[src/rtl/uart_rx_pkg.sv]
// Shared types and frame-format defaults for the UART receive path.
package uart_rx_pkg;

  localparam int UART_DATA_BITS  = 8;
  localparam int UART_OVERSAMPLE = 16;

  typedef enum logic [2:0] {
    IDLE,
    START,
    DATA,
    PARITY,
    STOP,
    WAIT_HIGH
  } rx_state_e;

endpackage

[src/rtl/sync_2ff.sv]
// Two-flop synchroniser for asynchronous level inputs; reset value is selectable.
module sync_2ff #(
  parameter int               WIDTH   = 1,
  parameter logic [WIDTH-1:0] RST_VAL = '1
) (
  input  logic             clk,
  input  logic             rst,
  input  logic [WIDTH-1:0] d_i,
  output logic [WIDTH-1:0] q_o
);

  logic [WIDTH-1:0] meta_q;
  logic [WIDTH-1:0] sync_q;

  always_ff @(posedge clk or posedge rst) begin
    if (rst) begin
      meta_q <= RST_VAL;
      sync_q <= RST_VAL;
    end else begin
      meta_q <= d_i;
      sync_q <= meta_q;
    end
  end

  assign q_o = sync_q;

endmodule

[src/rtl/uart_rx_frame.sv]
// UART receive framer: start validation, mid-bit LSB-first sampling, optional parity,
// stop check, and a valid/ready output that holds one word and flags overrun.
//
// state     | meaning
// IDLE      | line idle, waiting for a low sample
// START     | counting to the start-bit centre to reject glitches
// DATA      | sampling data bits at each bit centre
// PARITY    | sampling the parity bit
// STOP      | sampling the stop bit, delivering or flagging the frame
// WAIT_HIGH | stop bit was low; hold off until the line returns high
module uart_rx_frame
  import uart_rx_pkg::*;
#(
  parameter int DATA_BITS  = UART_DATA_BITS,
  parameter int OVERSAMPLE = UART_OVERSAMPLE,
  parameter int PARITY_EN  = 0,
  parameter int PARITY_ODD = 0
) (
  input  logic                 clk,
  input  logic                 rst,
  input  logic                 sample_tick,
  input  logic                 rx,
  output logic [DATA_BITS-1:0] data_out,
  output logic                 parity_err,
  output logic                 data_valid,
  input  logic                 data_ready,
  output logic                 frame_err,
  output logic                 overrun
);

  localparam int TW = $clog2(OVERSAMPLE);
  localparam int BW = $clog2(DATA_BITS + 1);
  localparam logic [TW-1:0] TC_MID  = TW'(OVERSAMPLE / 2 - 1);
  localparam logic [TW-1:0] TC_END  = TW'(OVERSAMPLE - 1);
  localparam logic [BW-1:0] BC_LAST = BW'(DATA_BITS - 1);
  localparam logic          PAR_ODD = (PARITY_ODD != 0);
  localparam bit            HAS_PAR = (PARITY_EN != 0);

  logic rx_s;

  rx_state_e            state_q, state_d;
  logic [TW-1:0]        tick_q, tick_d;
  logic [BW-1:0]        bit_q, bit_d;
  logic [DATA_BITS-1:0] shift_q, shift_d;
  logic                 par_bad_q, par_bad_d;
  logic                 deliver, stop_bad;

  logic [DATA_BITS-1:0] data_q, data_d;
  logic                 perr_q, perr_d;
  logic                 valid_q, valid_d;
  logic                 ferr_q, ferr_d;
  logic                 ovr_q, ovr_d;

  sync_2ff #(.WIDTH(1), .RST_VAL(1'b1)) u_rx_sync (
    .clk (clk),
    .rst (rst),
    .d_i (rx),
    .q_o (rx_s)
  );

  always_ff @(posedge clk or posedge rst) begin
    if (rst) begin
      state_q   <= IDLE;
      tick_q    <= '0;
      bit_q     <= '0;
      shift_q   <= '0;
      par_bad_q <= 1'b0;
    end else begin
      state_q   <= state_d;
      tick_q    <= tick_d;
      bit_q     <= bit_d;
      shift_q   <= shift_d;
      par_bad_q <= par_bad_d;
    end
  end

  always_comb begin
    state_d   = state_q;
    tick_d    = tick_q;
    bit_d     = bit_q;
    shift_d   = shift_q;
    par_bad_d = par_bad_q;
    deliver   = 1'b0;
    stop_bad  = 1'b0;
    if (sample_tick) begin
      unique case (state_q)
        IDLE: begin
          if (!rx_s) begin
            state_d = START;
            tick_d  = '0;
          end
        end
        START: begin
          if (tick_q == TC_MID) begin
            tick_d = '0;
            if (!rx_s) begin
              state_d   = DATA;
              bit_d     = '0;
              par_bad_d = 1'b0;
            end else begin
              state_d = IDLE;
            end
          end else begin
            tick_d = tick_q + 1'b1;
          end
        end
        DATA: begin
          if (tick_q == TC_END) begin
            shift_d = {rx_s, shift_q[DATA_BITS-1:1]};
            tick_d  = '0;
            bit_d   = bit_q + 1'b1;
            if (bit_q == BC_LAST) state_d = HAS_PAR ? PARITY : STOP;
          end else begin
            tick_d = tick_q + 1'b1;
          end
        end
        PARITY: begin
          if (tick_q == TC_END) begin
            par_bad_d = (^shift_q) ^ rx_s ^ PAR_ODD;
            tick_d    = '0;
            state_d   = STOP;
          end else begin
            tick_d = tick_q + 1'b1;
          end
        end
        STOP: begin
          if (tick_q == TC_END) begin
            tick_d = '0;
            if (rx_s) begin
              deliver = 1'b1;
              state_d = IDLE;
            end else begin
              stop_bad = 1'b1;
              state_d  = WAIT_HIGH;
            end
          end else begin
            tick_d = tick_q + 1'b1;
          end
        end
        WAIT_HIGH: begin
          if (rx_s) state_d = IDLE;
        end
        default: state_d = IDLE;
      endcase
    end
  end

  // A pending word is only replaced when it is consumed in the same cycle.
  always_comb begin
    data_d  = data_q;
    perr_d  = perr_q;
    valid_d = valid_q;
    ferr_d  = stop_bad;
    ovr_d   = 1'b0;
    if (valid_q && data_ready) valid_d = 1'b0;
    if (deliver) begin
      if (!valid_q || data_ready) begin
        data_d  = shift_q;
        perr_d  = par_bad_q;
        valid_d = 1'b1;
      end else begin
        ovr_d = 1'b1;
      end
    end
  end

  always_ff @(posedge clk or posedge rst) begin
    if (rst) begin
      data_q  <= '0;
      perr_q  <= 1'b0;
      valid_q <= 1'b0;
      ferr_q  <= 1'b0;
      ovr_q   <= 1'b0;
    end else begin
      data_q  <= data_d;
      perr_q  <= perr_d;
      valid_q <= valid_d;
      ferr_q  <= ferr_d;
      ovr_q   <= ovr_d;
    end
  end

  assign data_out   = data_q;
  assign parity_err = perr_q;
  assign data_valid = valid_q;
  assign frame_err  = ferr_q;
  assign overrun    = ovr_q;

endmodule
[config.mk]
export PLATFORM = sky130hd
export DESIGN_NAME = uart_rx_frame
export DESIGN_NICKNAME = d
export VERILOG_FILES = /design/src/rtl/uart_rx_pkg.sv /design/src/rtl/sync_2ff.sv /design/src/rtl/uart_rx_frame.sv
export SDC_FILE = /design/constraint.sdc
export NUM_CORES = 1
export LEC_CHECK = 0
export ABC_AREA = 1
export CAP_MARGIN = 0
export CORE_UTILIZATION = 35
export CTS_CLUSTER_DIAMETER = 60
export DETAILED_ROUTE_END_ITERATION = 7
export PLACE_DENSITY_LB_ADDON = 0.12
export SYNTH_ARGS = -nofsm -noshare
export SYNTH_HDL_FRONTEND = slang
export SYNTH_SLANG_ARGS = --single-unit
[constraint.sdc]
create_clock -name clk -period 1.65 [get_ports clk]
set_clock_uncertainty 0.05 [all_clocks]
set_input_delay 0.495 -clock clk [delete_from_list [all_inputs] [get_ports clk]]
set_output_delay 0.495 -clock clk [all_outputs]
set_load 0.03 [all_outputs]
==> metrics.md <==
| Metric | Value |
|---|---|
| Worst-path fanout max | `2` |
| CP Buf/Inv Count | `1` |
| Setup ws final | `69.64 ps` |
| Crit Reg-Reg Endpoint | `state_q[0]$_DFFE_PP0P_` |
| Routed met3 length | `143 um` |
| DR vias/cell | `4.471` |
| CORE AREA | `0.005075 mm2` |
| Max-Cap Viols | `0` |
| I/O pin cnt | `17` |
| DRC Markers | `0` |
| Final wirelength | `3603 um` |
| Final-layout fill cell count | `548` |
| DP HPWL | `2600 um` |
| Pre-CTS worst setup slack | `-228.2 ps` |
| IO buf count | `16` |
| Yosys Warn Count | `0` |
| Die Span Y | `74.49 um` |
| Routed via count | `1,444` |
| Root Driver | `clkbuf_8` |
| Slew @ Worst Pin | `312.9 ps` |
| Hold EP | `u_rx_sync.q_o$_DFF_PP1_` |
| Mapped Area | `0.001839 mm2` |
| Slowest stage cell on the critical path | `dlygate4sd2_1` |
| Setup CP Type | `flip-flop to output pin` |
| Grt ovf | `0` |
| FP Rows | `26` |
| Register area share after synthesis | `46.39%` |
| CP startpoint kind | `flip-flop` |
| HP Class | `flip-flop to flip-flop` |
| Status | `finished clean` |
| CP max stage delay | `400 ps` |
| Power per cell area | `1066 mW/mm2` |
| Setup violations, final | `0` |
| Initial drt markers | `115` |
| Vias in the first global route | `1,308` |
| DRT antenna net count | `0` |
| Clock tree buffer depth | `2` |
| Net Count, Synth | `226` |
| Ys async rst share | `100.0%` |
| Clk sink count | `34` |
| R2r setup slk | `100 ps` |
| Max-slew violations | `0` |
| H-Tree Depth | `2` |
| CP delay by family, top | `buffers and inverters` |
| Cts bufs inserted | `5` |
| Top cells by count, synth | `72 x nand2_1, 32 x dfrtp_1, 21 x inv_1` |
| Worst path cell trace | `dlygate4sd2_1` |
| Largest cells by area after synthesis | `dfrtp_1 44%, nand2_1 15%, o21ai_2 7.6%` |
| Crit path DAT | `1040 ps` |
| Area after DPL | `0.002167 mm2` |
| Final core occ | `44.85%` |
| CP endpoint kind | `output pin` |
| RR Startpoint | `tick_q[1]$_DFFE_PP0P_` |
| VDD IR max | `0.0004994 V` |
| Top cell type's share of synthesized area | `43.54%` |
| Setup TNS | `0 ps` |
| Full die area | `0.005549 mm2` |
| Final instance area | `0.002276 mm2` |
| Period minus WS final | `1580 ps` |
| Max Clk Rate | `632.8 MHz` |
| #FFs+latches synth | `34` |
| Rel. slew slack | `79.23%` |
| Setup bufs post-CTS | `0` |
| Clk slew on worst S/H paths | `70 ps` |
| Number of enable flip-flop cells after synthesis | `0` |
| Horiz. Die Dim | `74.49 um` |
| Met2 Wirelength | `1537 um` |
| Leak Pwr | `1.139 nW` |
| Final Hold Viols | `0` |
| Period utilization | `95.78%` |
| Global-route wire length before repair | `5982 um` |
| Largest area contributor in the netlist | `dfrtp_1` |
| Antenna Cells | `0` |
| Most common cell in the synthesized netlist | `nand2_1` |
| Synth cell types | `27` |
| Initial antenna violation count | `0` |
| Syn Inst Count | `219` |
| Initial Utilization | `36.24%` |
| Share of layout cells above drive strength 1 | `24.90%` |
| Gpl congestion | `0.8465` |
| Top layer in use | `met4` |
| P&R area growth vs syn | `23.74%` |
| Critical Path RT | `1100 ps` |
| Multi-input gate area | `900.9 um2` |
| Hold depth | `0` |
| Routed len/inst | `11.15 um` |
| CTS tree | `done` |
| Sequential cell area | `853.3 um2` |
| Clock latency on the worst-skew pair | `290 ps` |
| Total GRT Usage | `14.64%` |
| Nets | `259` |
| Hold slack | `308.4 ps` |
| Worst r2r path cells | `10` |
| Primary FF master, synth | `dfrtp_1` |
| Largest net degree at the start of global routing | `35` |
| Synthesized area per cell | `8.398 um2` |
| First-pass DRT Iterations | `4` |
| Met1 wire length | `1863 um` |
| Hold Path Origin | `u_rx_sync.meta_q$_DFF_PP1_` |
## cell families (layout without fill, tap and decap cells)
kind of cell             count (synthesis)  after routing  synth area share, %
AO/OA/AOI/OAI                           34             34                12.79
XOR/XNOR                                 4              4                1.905
adder cells (fa/ha/maj)                  2              2                1.360
buffers and inverters                   26             60                6.123
flip-flops                              34             34                46.39
AND/OR/NAND/NOR                        119            119                31.43
## worst max-delay path by stage
stage          cells past startpoint  slack [ps]                      end                  start
2_1_floorplan                     10         170   state_q[0]$_DFFE_PP0P_  tick_q[0]$_DFFE_PP0P_
3_3_place_gp                       6        -220  data_out[6]$_DFFE_PP0P_            sample_tick
3_5_place_dp                       6        -230  data_out[4]$_DFFE_PP0P_            sample_tick
4_1_cts                           10         0.4   state_q[0]$_DFFE_PP0P_  tick_q[0]$_DFFE_PP0P_
5_1_grt                           10          -3   state_q[0]$_DFFE_PP0P_  tick_q[1]$_DFFE_PP0P_
6_report                           1          70               data_valid   data_valid$_DFF_PP0_
## layer usage
layer | track usage, % | vias up
met5 | 0 | -
met4 | 5.660 | 0
met3 | 4.336 | 7
met2 | 20.72 | 24
met1 | 20.90 | 648
li1 | - | 765
## state kept, by name, summed over array words and instances (netlist names)
signal / flops
parity_err: 1
data_out: 8
data_valid: 1
bit_q: 4
overrun: 1
frame_err: 1
shift_q: 8
state_q: 3
u_rx_sync.q_o: 1
tick_q: 4
u_rx_sync.meta_q: 1
par_bad_q: 1
## report_power, final
part / switching [mW] / leakage [nW] / total (mW) / internal, mW
clock network: 0.312 / 0.0472 / 0.647 / 0.335
registers: 0.101 / 0.463 / 1.02 / 0.915
logic: 0.467 / 0.628 / 0.762 / 0.295
total: 0.880 / 1.14 / 2.43 / 1.55
## layout by cell type (no fill, tap or decap), types with 2 or more instances in the layout
cell             count
nand3_4              2
dlygate4sd2_1       11
o21ai_1              9
nor2_4               3
nand3b_1             2
nor2_2               7
dfrtp_1             32
nor2_1               7
nand4_1              2
clkbuf_8             6
o21ai_2             16
nand2_2              6
buf_4               11
dfstp_2              2
inv_1               21
clkdlybuf4s50_1      4
inv_2                3
o21ai_0              6
xor2_1               3
nand2_1             71
nand3_1             15
nand2_4              2
## what timing repair did
item,CTS,global route
hold buffers,0,0
resized for setup,12,7
pin swaps,0,3
endpoints found under the setup margin,12,13
## area by class of cell
class	count	area share, %
clock buffer	6	3.628
clock inverter	2	0.5498
timing repair buffer	28	10.94
sequential	34	37.49
multi-input combinational	159	39.58
inverter	24	3.958
tap	70	3.848
## metrics by stage
step / total power, mW / cells
finish: 2.425 / 323
global route: 2.613 / 323
CTS: 2.433 / 323
detailed placement: 1.765 / 315
global placement: 1.764 / 315
floorplan: 1.534 / 219
No activity file was read; power rests on OpenSTA's default activity.
